--- config.mk ---
export PLATFORM = sky130hd
export DESIGN_NAME = result_display
export DESIGN_NICKNAME = d
export VERILOG_FILES = /design/src/rtl/result_display.sv
export SDC_FILE = /design/constraint.sdc
export NUM_CORES = 1
export LEC_CHECK = 0
export CAP_MARGIN = 20
export CORE_ASPECT_RATIO = 2
export CORE_MARGIN = 3
export CORE_UTILIZATION = 34
export DETAILED_ROUTE_END_ITERATION = 8
export GPL_TIMING_DRIVEN = 0
export SYNTH_ARGS = -nofsm -noshare
export SYNTH_HDL_FRONTEND = slang
export SYNTH_SLANG_ARGS = --single-unit
export TNS_END_PERCENT = 20
--- constraint.sdc ---
create_clock -name clk -period 4.8 [get_ports clk]
set_input_delay 0.48 -clock clk [delete_from_list [all_inputs] [get_ports clk]]
set_output_delay 0.48 -clock clk [all_outputs]
set_load 0.005 [all_outputs]
--- src/rtl/result_display.sv ---
// Seven-segment display back end: iterative shift-add-3 binary-to-BCD conversion
// of the arithmetic result, with leading-zero blanking and an "Err" override.
module result_display #(
  parameter int width = 6
) (
  input  logic                 clk,
  input  logic                 rst_n,
  input  logic [2*width-1:0]   value,
  input  logic                 err,
  output logic [6:0]           hex0,
  output logic [6:0]           hex1,
  output logic [6:0]           hex2,
  output logic [6:0]           hex3,
  output logic                 busy
);

  localparam int W2 = 2 * width;
  localparam logic [6:0] SEG_BLANK = 7'h7F;

  typedef enum logic [1:0] {
    IDLE,
    SHIFT,
    DONE
  } state_t;

  state_t            state_q, state_d;
  logic              err_s_q, err_s_d;
  logic [W2-1:0]     value_s_q, value_s_d;
  logic              dirty_q, dirty_d;
  logic [W2-1:0]     shift_q, shift_d;
  logic [15:0]       bcd_q, bcd_d;
  logic [15:0]       bcd_adj;
  logic [3:0]        cnt_q, cnt_d;
  logic [6:0]        hex0_q, hex0_d;
  logic [6:0]        hex1_q, hex1_d;
  logic [6:0]        hex2_q, hex2_d;
  logic [6:0]        hex3_q, hex3_d;
  logic [3:0]        d0, d1, d2, d3;

  function automatic logic [6:0] seg7(input logic [3:0] d);
    logic [6:0] s;
    case (d)
      4'd0:    s = 7'h40;
      4'd1:    s = 7'h79;
      4'd2:    s = 7'h24;
      4'd3:    s = 7'h30;
      4'd4:    s = 7'h19;
      4'd5:    s = 7'h12;
      4'd6:    s = 7'h02;
      4'd7:    s = 7'h78;
      4'd8:    s = 7'h00;
      4'd9:    s = 7'h10;
      default: s = SEG_BLANK;
    endcase
    return s;
  endfunction

  // Add-3 correction on every nibble that would overflow a decimal digit when doubled
  always_comb begin
    bcd_adj = '0;
    for (int i = 0; i < 4; i++) begin
      if (bcd_q[4*i +: 4] >= 4'd5)
        bcd_adj[4*i +: 4] = bcd_q[4*i +: 4] + 4'd3;
      else
        bcd_adj[4*i +: 4] = bcd_q[4*i +: 4];
    end
  end

  assign d0 = bcd_q[3:0];
  assign d1 = bcd_q[7:4];
  assign d2 = bcd_q[11:8];
  assign d3 = bcd_q[15:12];

  always_comb begin
    state_d   = state_q;
    err_s_d   = err_s_q;
    value_s_d = value_s_q;
    dirty_d   = dirty_q;
    shift_d   = shift_q;
    bcd_d     = bcd_q;
    cnt_d     = cnt_q;
    hex0_d    = hex0_q;
    hex1_d    = hex1_q;
    hex2_d    = hex2_q;
    hex3_d    = hex3_q;

    case (state_q)
      IDLE: begin
        if (dirty_q || ({err, value} != {err_s_q, value_s_q})) begin
          err_s_d   = err;
          value_s_d = value;
          shift_d   = value;
          bcd_d     = '0;
          cnt_d     = '0;
          state_d   = SHIFT;
        end
      end

      SHIFT: begin
        bcd_d   = {bcd_adj[14:0], shift_q[W2-1]};
        shift_d = shift_q << 1;
        cnt_d   = cnt_q + 4'd1;
        if (cnt_q == 4'(W2 - 1))
          state_d = DONE;
      end

      DONE: begin
        dirty_d = 1'b0;
        state_d = IDLE;
        if (err_s_q) begin
          hex3_d = 7'h06;
          hex2_d = 7'h2F;
          hex1_d = 7'h2F;
          hex0_d = SEG_BLANK;
        end else begin
          // Blank leading zeros; the ones digit always shows
          hex0_d = seg7(d0);
          hex1_d = (d3 == 4'd0 && d2 == 4'd0 && d1 == 4'd0) ? SEG_BLANK : seg7(d1);
          hex2_d = (d3 == 4'd0 && d2 == 4'd0) ? SEG_BLANK : seg7(d2);
          hex3_d = (d3 == 4'd0) ? SEG_BLANK : seg7(d3);
        end
      end

      default: state_d = IDLE;
    endcase
  end

  always_ff @(posedge clk or negedge rst_n) begin
    if (!rst_n) begin
      state_q   <= IDLE;
      err_s_q   <= 1'b0;
      value_s_q <= '0;
      dirty_q   <= 1'b1;
      shift_q   <= '0;
      bcd_q     <= '0;
      cnt_q     <= '0;
      hex0_q    <= SEG_BLANK;
      hex1_q    <= SEG_BLANK;
      hex2_q    <= SEG_BLANK;
      hex3_q    <= SEG_BLANK;
    end else begin
      state_q   <= state_d;
      err_s_q   <= err_s_d;
      value_s_q <= value_s_d;
      dirty_q   <= dirty_d;
      shift_q   <= shift_d;
      bcd_q     <= bcd_d;
      cnt_q     <= cnt_d;
      hex0_q    <= hex0_d;
      hex1_q    <= hex1_d;
      hex2_q    <= hex2_d;
      hex3_q    <= hex3_d;
    end
  end

  assign hex0 = hex0_q;
  assign hex1 = hex1_q;
  assign hex2 = hex2_q;
  assign hex3 = hex3_q;
  assign busy = (state_q != IDLE);

endmodule

==> results of run 1 <==
-- layer usage --
layer  track usage (%)  vias to the layer above
met3              2.84                       17
li1                  -                     1602
met2              29.6                       54
met1              15.1                     1592
met5                 0                        -
met4              6.63                        0
-- through the flow --
stage,worst slack [ns],hold slack [ns]
finish,2.09,0.180
detailed placement,1.70,0.449
CTS,2.08,0.182
floorplan,2.59,0.184
global route,2.01,0.201
global placement,0.534,0.449
-- worst reg2reg max path: cells and delay by family, from the launching register on --
kind	cells	cell delay (ns)
AO/OA/AOI/OAI	2	1.19
flip-flops	1	0.37
XOR/XNOR	1	0.18
AND/OR/NAND/NOR	2	0.60
buffers and inverters	1	0.14
-- worst max-delay path by stage --
| stage | startpoint | endpoint | slack [ns] | cells after the start |
|---|---|---|---|---|
| floorplan | value[0] | err_s_q | 2.59 | 6 |
| global placement | rst_n | bcd_q[15] | 0.53 | 1 |
| detailed placement | value[7] | bcd_q[6] | 1.70 | 6 |
| global route | value[7] | bcd_q[6] | 2.01 | 6 |
| CTS | value[7] | bcd_q[6] | 2.08 | 6 |
| finish | value[7] | bcd_q[6] | 2.09 | 6 |
-- cell usage in the layout, fill, tap and decap left out, types with 11 or more instances in the layout --
| cell type | instances |
|---|---|
| sky130_fd_sc_hd__nor2_1 | 36 |
| sky130_fd_sc_hd__inv_1 | 28 |
| sky130_fd_sc_hd__o21ai_0 | 36 |
| sky130_fd_sc_hd__clkdlybuf4s50_1 | 42 |
| sky130_fd_sc_hd__dfrtp_1 | 47 |
| sky130_fd_sc_hd__clkbuf_1 | 18 |
| sky130_fd_sc_hd__dfstp_2 | 29 |
| sky130_fd_sc_hd__nand2_1 | 56 |
| sky130_fd_sc_hd__ha_1 | 25 |
| sky130_fd_sc_hd__xnor2_1 | 11 |
| sky130_fd_sc_hd__a21oi_1 | 25 |
| sky130_fd_sc_hd__mux2_2 | 18 |
-- logic make-up (layout without fill, tap and decap cells) --
kind of cell | count (synthesis) | after routing | synth area share, %
xor+xnor | 15 | 15 | 3.14
mux | 26 | 26 | 7.37
simple gates | 122 | 122 | 12.7
fa+ha+maj | 25 | 25 | 7.49
buf+inv | 50 | 110 | 5.39
compound gates | 114 | 114 | 17.5
flops | 76 | 76 | 46.4
-- registers in the layout, indices dropped and copies added, names as in the netlist --
signal,cells
err_s_q,1
hex2,7
bcd_q,16
hex1,7
hex0,7
value_s_q,12
hex3,7
cnt_q,4
state_q,2
dirty_q,1
shift_q,12
-- power by group --
group          leakage [uW]  internal, uW  switching, uW
clock              0.000146           419            274
sequential         0.000882          1030            215
combinational       0.00121           888            908
total               0.00223          2340           1400
-- final cells by class --
class | count | area [um^2]
Inverter | 28 | 105
Multi-Input combinational cell | 302 | 2020
Clock inverter | 5 | 60.1
Fill cell | 1158 | 6720
Buffer | 22 | 120
Clock buffer | 11 | 243
Timing Repair Buffer | 44 | 455
Sequential cell | 76 | 1940
Tap cell | 145 | 181
==> summary.md, run 1 <==
The worst setup path is captured at a flip-flop. The final number of hold-violating endpoints is 0, and the fraction of final layout cells sized beyond drive strength 1 is 15.6%. Clock tree synthesis inserted a total of 9 buffers. Setup violations remaining at the end of the flow were counted as 0. The number of antenna violations at the first check in global routing was 0; the post-layout utilization of the core was 43.2%. For the first-pass GRT wire length, the log shows 16.4 mm. After legalization and detailed placement, the total HPWL measured 7.58 mm.

By instance count, the leading cell after synthesis is sky130_fd_sc_hd__nand2_1. Wire segments on met2 add up to 5.70 mm in the final route. The routed design uses 256 um of met3 wire. In this run the register-to-register setup slack is 2.24 ns.

After synthesis, the cell types taking the most area are sky130_fd_sc_hd__dfrtp_1 28%, sky130_fd_sc_hd__dfstp_2 18%, sky130_fd_sc_hd__ha_1 7.5%. The critical path is of the input pin to flip-flop type. In this run the critical register-to-register path is launched from err_s_q. In this run the cell area measured after placement is 0.00482 mm^2. In the routed layout, each cell is associated on average with a via count of 5.16. The DRC violation count after routing was 0.

Setup total negative slack on the finished layout was measured at 0 ns. The logs give 0 for the quantity of gates resized following cts and 4 for the number of detailed-route iterations in the first pass. STA classifies the critical path startpoint as an input pin. The remaining number of nets flagged by the antenna check after routing is 0. For the worst setup path, the data required time is 5.07 ns. The number of buffers and inverters on the critical path is 1, and the placer's final routability congestion estimate is 0.878. The largest buffer count on any clock path is 2, and the share of the synthesized area in the top cell type is 28.1%. CTS sink count: 76. Counting instances in the post-synthesis netlist gives the leading cell types as 56 x sky130_fd_sc_hd__nand2_1, 47 x sky130_fd_sc_hd__dfrtp_1, 36 x sky130_fd_sc_hd__nor2_1, 36 x sky130_fd_sc_hd__o21ai_0, 29 x sky130_fd_sc_hd__dfstp_2. The biggest cell delay along the critical path was 0.91 ns; the overall die width was 84.4 um. The Yosys warning count is 0.

The tools report the root buffer selected by CTS as sky130_fd_sc_hd__clkbuf_16. After clock tree synthesis, the clock-pin slew on the worst setup and hold paths is 0.06 ns. The H-tree was split into 3 levels.

Total overflow reported by the global router: 0. The floorplan step defined a die boundary enclosing 0.0137 mm^2. In this run the power density over the cells is 729 mW/mm^2. The worst register-to-register path ends at bcd_q[6]. The die is 163 um tall. The run gives 3.66 mm as the wire length on met1. The number of distinct library cells after synthesis was 46.

For the number of slew-limit violations in the final report, the log shows 0. Signal routing reaches up to met4. Number of buffer cells added on primary ports: 43. A synthesized cell averages 9.76 um^2. The signal on the critical path passes through clkdlybuf4s50_1 -> xnor2_1 -> nand2_1 -> or4_4 -> o31ai_1 -> a22o_1. The tools report the largest vdd supply drop as 226 uV.

The run finished with clean final reports. The routed wire length came out at 9.90 mm. Synthesis produced a netlist with a net count of 468. sky130_fd_sc_hd__dfrtp_1 takes more of the synthesized area than any other cell. TritonCTS built the clock tree.

On the critical path the largest part of the delay comes from compound AO/OA/AOI/OAI gates. The logs give 0 for the antenna diode count and 35.3% for the starting utilization of the core area. The core area is 0.0118 mm^2. Compared with the post-synthesis result, the final layout area differs by 22.5%. The clock reaches the later pin of the worst-skew pair after 0.34 ns.

The synthesized design contains 0 enable-type register cells. The number of cells on the worst reg-to-reg path is 6. Initial DRC count: 119.

Total power for the finished layout comes to 3730 uW. Pin placement for this block handled 44 I/O pins. The cell with the largest stage delay on the worst path is sky130_fd_sc_hd__o31ai_1. The top flip-flop cell by instance count after synthesis was sky130_fd_sc_hd__dfrtp_1. The worst hold path belongs to the class input pin to async pin.

Excluding fillers, the count of instances in the completed layout stands at 633. The shortest period the worst path allows came out at 2.71 ns. Setup repair after global routing left no endpoint under its margin. The sequential-to-total area share from yosys stat is 46.4%, and the standby leakage power is 0.00223 uW. Across all layers, the routed design uses 3265 vias. At the pin with the least slew margin, the transition time is 1.08 ns. The tool flagged a number of max-cap violations equal to 0. Pin count of the biggest net entering global routing: 68. The worst path uses 56.5% of the clock period. The finished cells cover 0.00512 mm^2. Once the clock tree was built, the setup fixing pass inserted 0 buffers.

In this run, post-CTS hold repair placed 0 buffers. After detailed routing, the average wire length per cell comes to 15.6 um. Along the worst path, the maximum fanout reaches 7.

The fmax was 369 MHz; the number of global-route vias before repair was 3342. Data arrives at the worst endpoint at 2.98 ns. In this run, placement finished with an instance count of 617.

Synthesis produced 428 cells. After the last flow step, the layout net total stands at 523. The synthesized design contains 76 register bits.

The mapped netlist covers 0.00418 mm^2. In the synthesized netlist the async set-or-reset flop fraction comes to 100%. Worst-case clock skew: 0.00865 ns. The tools report the total number of placement rows as 56. Worst slew slack as a fraction of its limit: 27.1%. For this run, the total global-route usage over all layers was measured as 15.1%.
Power figures use the tool's default switching activity.
==> run 2: changes to the inputs <==
==> constraint.sdc (replaced) <==
create_clock -name clk -period 2.8 [get_ports clk]
set_input_delay 0.28 -clock clk [delete_from_list [all_inputs] [get_ports clk]]
set_output_delay 0.28 -clock clk [all_outputs]
set_load 0.005 [all_outputs]
==> run 2 against run 1 <==
Core utilization is 0.085 points higher. Cell count is 0.16% higher. Register-to-register slack worse by 2.0 ns. Count of clock-buffer cells in the layout stayed put. Critical endpoint is now cnt_q[1]. Highest routed layer unchanged.
==> summary.md, run 2 (same netlist as run 1, synthesis figures left out) <==
The run gives 0.00482 mm^2 as the instance area at placement. The number of clock buffers added by TritonCTS is 9. Measured on the finished design, the core utilization comes to 43.3%. CTS sink count: 76. In the routed design, unresolved DRC markers number 0. For this design the total switching power over the nets is 2400 uW. Across the VDD grid, the largest voltage drop is 385 uV.

The fraction of final layout cells sized beyond drive strength 1 was 15.5%. Overall die width: 84.4 um. The flow ran to the end, and the final reports show no timing, DRC or antenna violations.

The analysis attributes to cell leakage a power of 0.00224 uW. Max-cap violations in this run came to 0. The register with the most flip-flops in the layout has 16 of them.

Of the total power, the clock network draws 18.6%. Setup violations remaining at the end of the flow were counted as 0. The worst hold path begins at hex3[1]. Number of detailed-route iterations in the first pass: 4. STA classifies the critical path endpoint as a flip-flop. Clock-pin slew was measured on the worst setup and hold paths at 0.06 ns. The library cell used most frequently in the layout, excluding fill and tap cells, is sky130_fd_sc_hd__nand2_1. Data on the critical path arrives at its endpoint at 2.80 ns. The floorplan has 56 rows. The largest registers in the layout are bcd_q (16), shift_q (12), value_s_q (12). The cell depth of the worst min-delay path is 2. The tools report the final worst hold slack as 0.455 ns. The buffers inserted during post-CTS setup optimization is 0, and the power density over the cells is 1250 mW/mm^2. The tools report the final number of hold-violating endpoints as 0. Dividing the final minimum period by the clock period gives 90.6%. Along the worst path, the maximum fanout reaches 8. Summing over every cut layer, the via total after detailed routing is 3264.

The clock passes through at most 2 buffers. For hold timing, the worst endpoint is hex3[1]. In this run, placement finished with an instance count of 617. Among all stages on the critical path, the largest delay is contributed by sky130_fd_sc_hd__o31ai_1.

TritonCTS built the clock tree. The routed design could run at a clock period as short as 2.54 ns. In this run the critical register-to-register path is launched from err_s_q. The remaining number of nets flagged by the antenna check after routing is 0, and the net total in the final layout is 524. STA puts the critical path data required time at 3.07 ns. In the final routed layout, each cell accounts on average for 15.6 um.

The wire length on met2 was 5.68 mm; the wire length on met1 was 3.65 mm. The cell-internal power is 4000 uW, and the fmax is 394 MHz. The number of ports placed on the die boundary is 44, and the worst slew slack as a fraction of its limit is 28.6%.

The first-pass GRT wire length came out at 16.4 mm. The worst setup path is launched from a flip-flop. The highest layer touched by signal routing is met4.

The filler cells instantiated in the layout total 1157. Startpoint-to-endpoint class of the critical path: flip-flop to flip-flop. The H-tree was split into 3 levels.

The switching power as a share of total power came out at 37.4%. The tree is rooted in a sky130_fd_sc_hd__clkbuf_16. The tools report the capture instance of the worst register-to-register path as cnt_q[1]. The signal on the critical path passes through buf_6 -> xnor2_1 -> nand2_1 -> or4_4 -> o31ai_1 -> a22o_1.

The antenna diode count is 0. The placer's final routability congestion estimate is 0.878, and the post-layout total power is 6400 uW. Wires add up to 9.88 mm. Across the whole layout, storage elements account for 0.00194 mm^2. Detailed placement ended at an HPWL of 7.58 mm. The clock arrives with 0.00908 ns of skew. Setup repair after global routing left no endpoint under its margin. The run gives 0 as the number of antenna violations at the first check in global routing.

After detailed routing, the number of vias per cell comes to 5.15. The path class of the lowest-slack min-delay path was flip-flop to flip-flop. The tools report the floorplan die area as 0.0137 mm^2.

The slew at the pin closest to its max-slew limit was 1.06 ns. On the worst path, the slowest cell contributes a delay of 0.90 ns. Starting utilization of the core area: 35.3%. The finished cells cover 0.00513 mm^2.

Ranked by flip-flop count, first place goes to bcd_q. The all-layer global routing usage came out at 15.1%. In this run the register-to-register setup slack is 0.26 ns. The number of slew-limit violations in the final report was 0; the initial DRC count was 127. The region available for standard cell placement spans 0.0118 mm^2.

Leaving out fill and tap cells, the most frequent cells in the layout are 56 x sky130_fd_sc_hd__nand2_1, 47 x sky130_fd_sc_hd__dfrtp_1, 42 x sky130_fd_sc_hd__clkdlybuf4s50_1. The logic gate share of total power came out at 48.1%. The run gives 1 as the number of buffers added to fix hold violations after cts. The signed area change from the synthesized netlist to the final layout works out to 22.7%.

In the detailed route, the total length drawn on met3 is 246 um. In the final layout, the multi-input gates occupy 0.00202 mm^2. The logs give 3343 for the number of global-route vias before repair and 33.3% for the sequential power share. The pin count of the biggest net entering global routing was 68. The total overflow left after global routing is 0. Port buffering added 43 buffers. For the worst flop-to-flop path, the logic depth is 6. For the clock latency on the worst-skew pair, the log shows 0.34 ns. After clock tree synthesis, the repair step resized 0 gates. The post-layout instance count excluding filler cells is 634, and the die span in y is 163 um.
==> run 2: cell count changes in the layout (fill, tap and decap cells not counted), sizes merged <==
cell and delta:
dlygate4sd3 +1
==> run 2: power by group through the flow <==
| stage | Combinational (uW) | Sequential [uW] | Clock, uW |
|---|---|---|---|
| 2_1_floorplan | 2100 | 2080 | 0 |
| 3_3_place_gp | 3030 | 2130 | 0 |
| 3_5_place_dp | 3100 | 2160 | 0 |
| 4_1_cts | 3120 | 2140 | 1220 |
| 5_1_grt | 3460 | 2210 | 1270 |
| 6_report | 3080 | 2130 | 1190 |
==> run 2: worst max path at each step <==
stage / slack [ns] / to / cells past startpoint / startpoint
2_1_floorplan: 0.60 / err_s_q / 7 / err_s_q
3_3_place_gp: -1.27 / bcd_q[15] / 1 / rst_n
3_5_place_dp: -0.10 / bcd_q[6] / 6 / value[7]
4_1_cts: 0.22 / bcd_q[6] / 6 / err_s_q
5_1_grt: 0.13 / hex0[2] / 7 / state_q[0]
6_report: 0.26 / cnt_q[1] / 6 / err_s_q
==> run 2: area by class of cell <==
class | instances | share of cell area, %
Clock inverter | 5 | 1.17
Multi-Input combinational cell | 302 | 39.3
Inverter | 28 | 2.05
Sequential cell | 76 | 37.8
Clock buffer | 11 | 4.73
Buffer | 22 | 2.34
Tap cell | 145 | 3.54
Timing Repair Buffer | 45 | 9.08
==> run 2: metrics by stage <==
stage	setup TNS, ns	setup slack, ns
detailed placement	-0.583	-0.101
global placement	-69.90	-1.27
CTS	0	0.225
global route	0	0.125
floorplan	0	0.599
finish	0	0.264
==> run 2: per-layer routing <==
metal / track usage [%] / up-vias
met4: 6.63 / 0
li1: - / 1605
met1: 15.1 / 1586
met5: 0 / -
met2: 29.6 / 54
met3: 2.84 / 19
==> run 2: worst max-delay path, delay by kind of cell (launching register included) <==
| family | cells | cell delay (ns) |
|---|---|---|
| flip-flops | 1 | 0.37 |
| AND/OR/NAND/NOR | 2 | 0.60 |
| AO/OA/AOI/OAI | 2 | 1.18 |
| XOR/XNOR | 1 | 0.18 |
| buffers and inverters | 1 | 0.14 |
==> run 3: changes to the inputs <==
--- a/config.mk
+++ b/config.mk
@@ -5,6 +5,7 @@
 export SDC_FILE = /design/constraint.sdc
 export NUM_CORES = 1
 export LEC_CHECK = 0
+export ABC_CLOCK_PERIOD_IN_PS = 2800
 export CAP_MARGIN = 20
 export CORE_ASPECT_RATIO = 2
 export CORE_MARGIN = 3
==> results of run 3 <==
No change in the layout: final DEF, timing and power equal those of run 2.
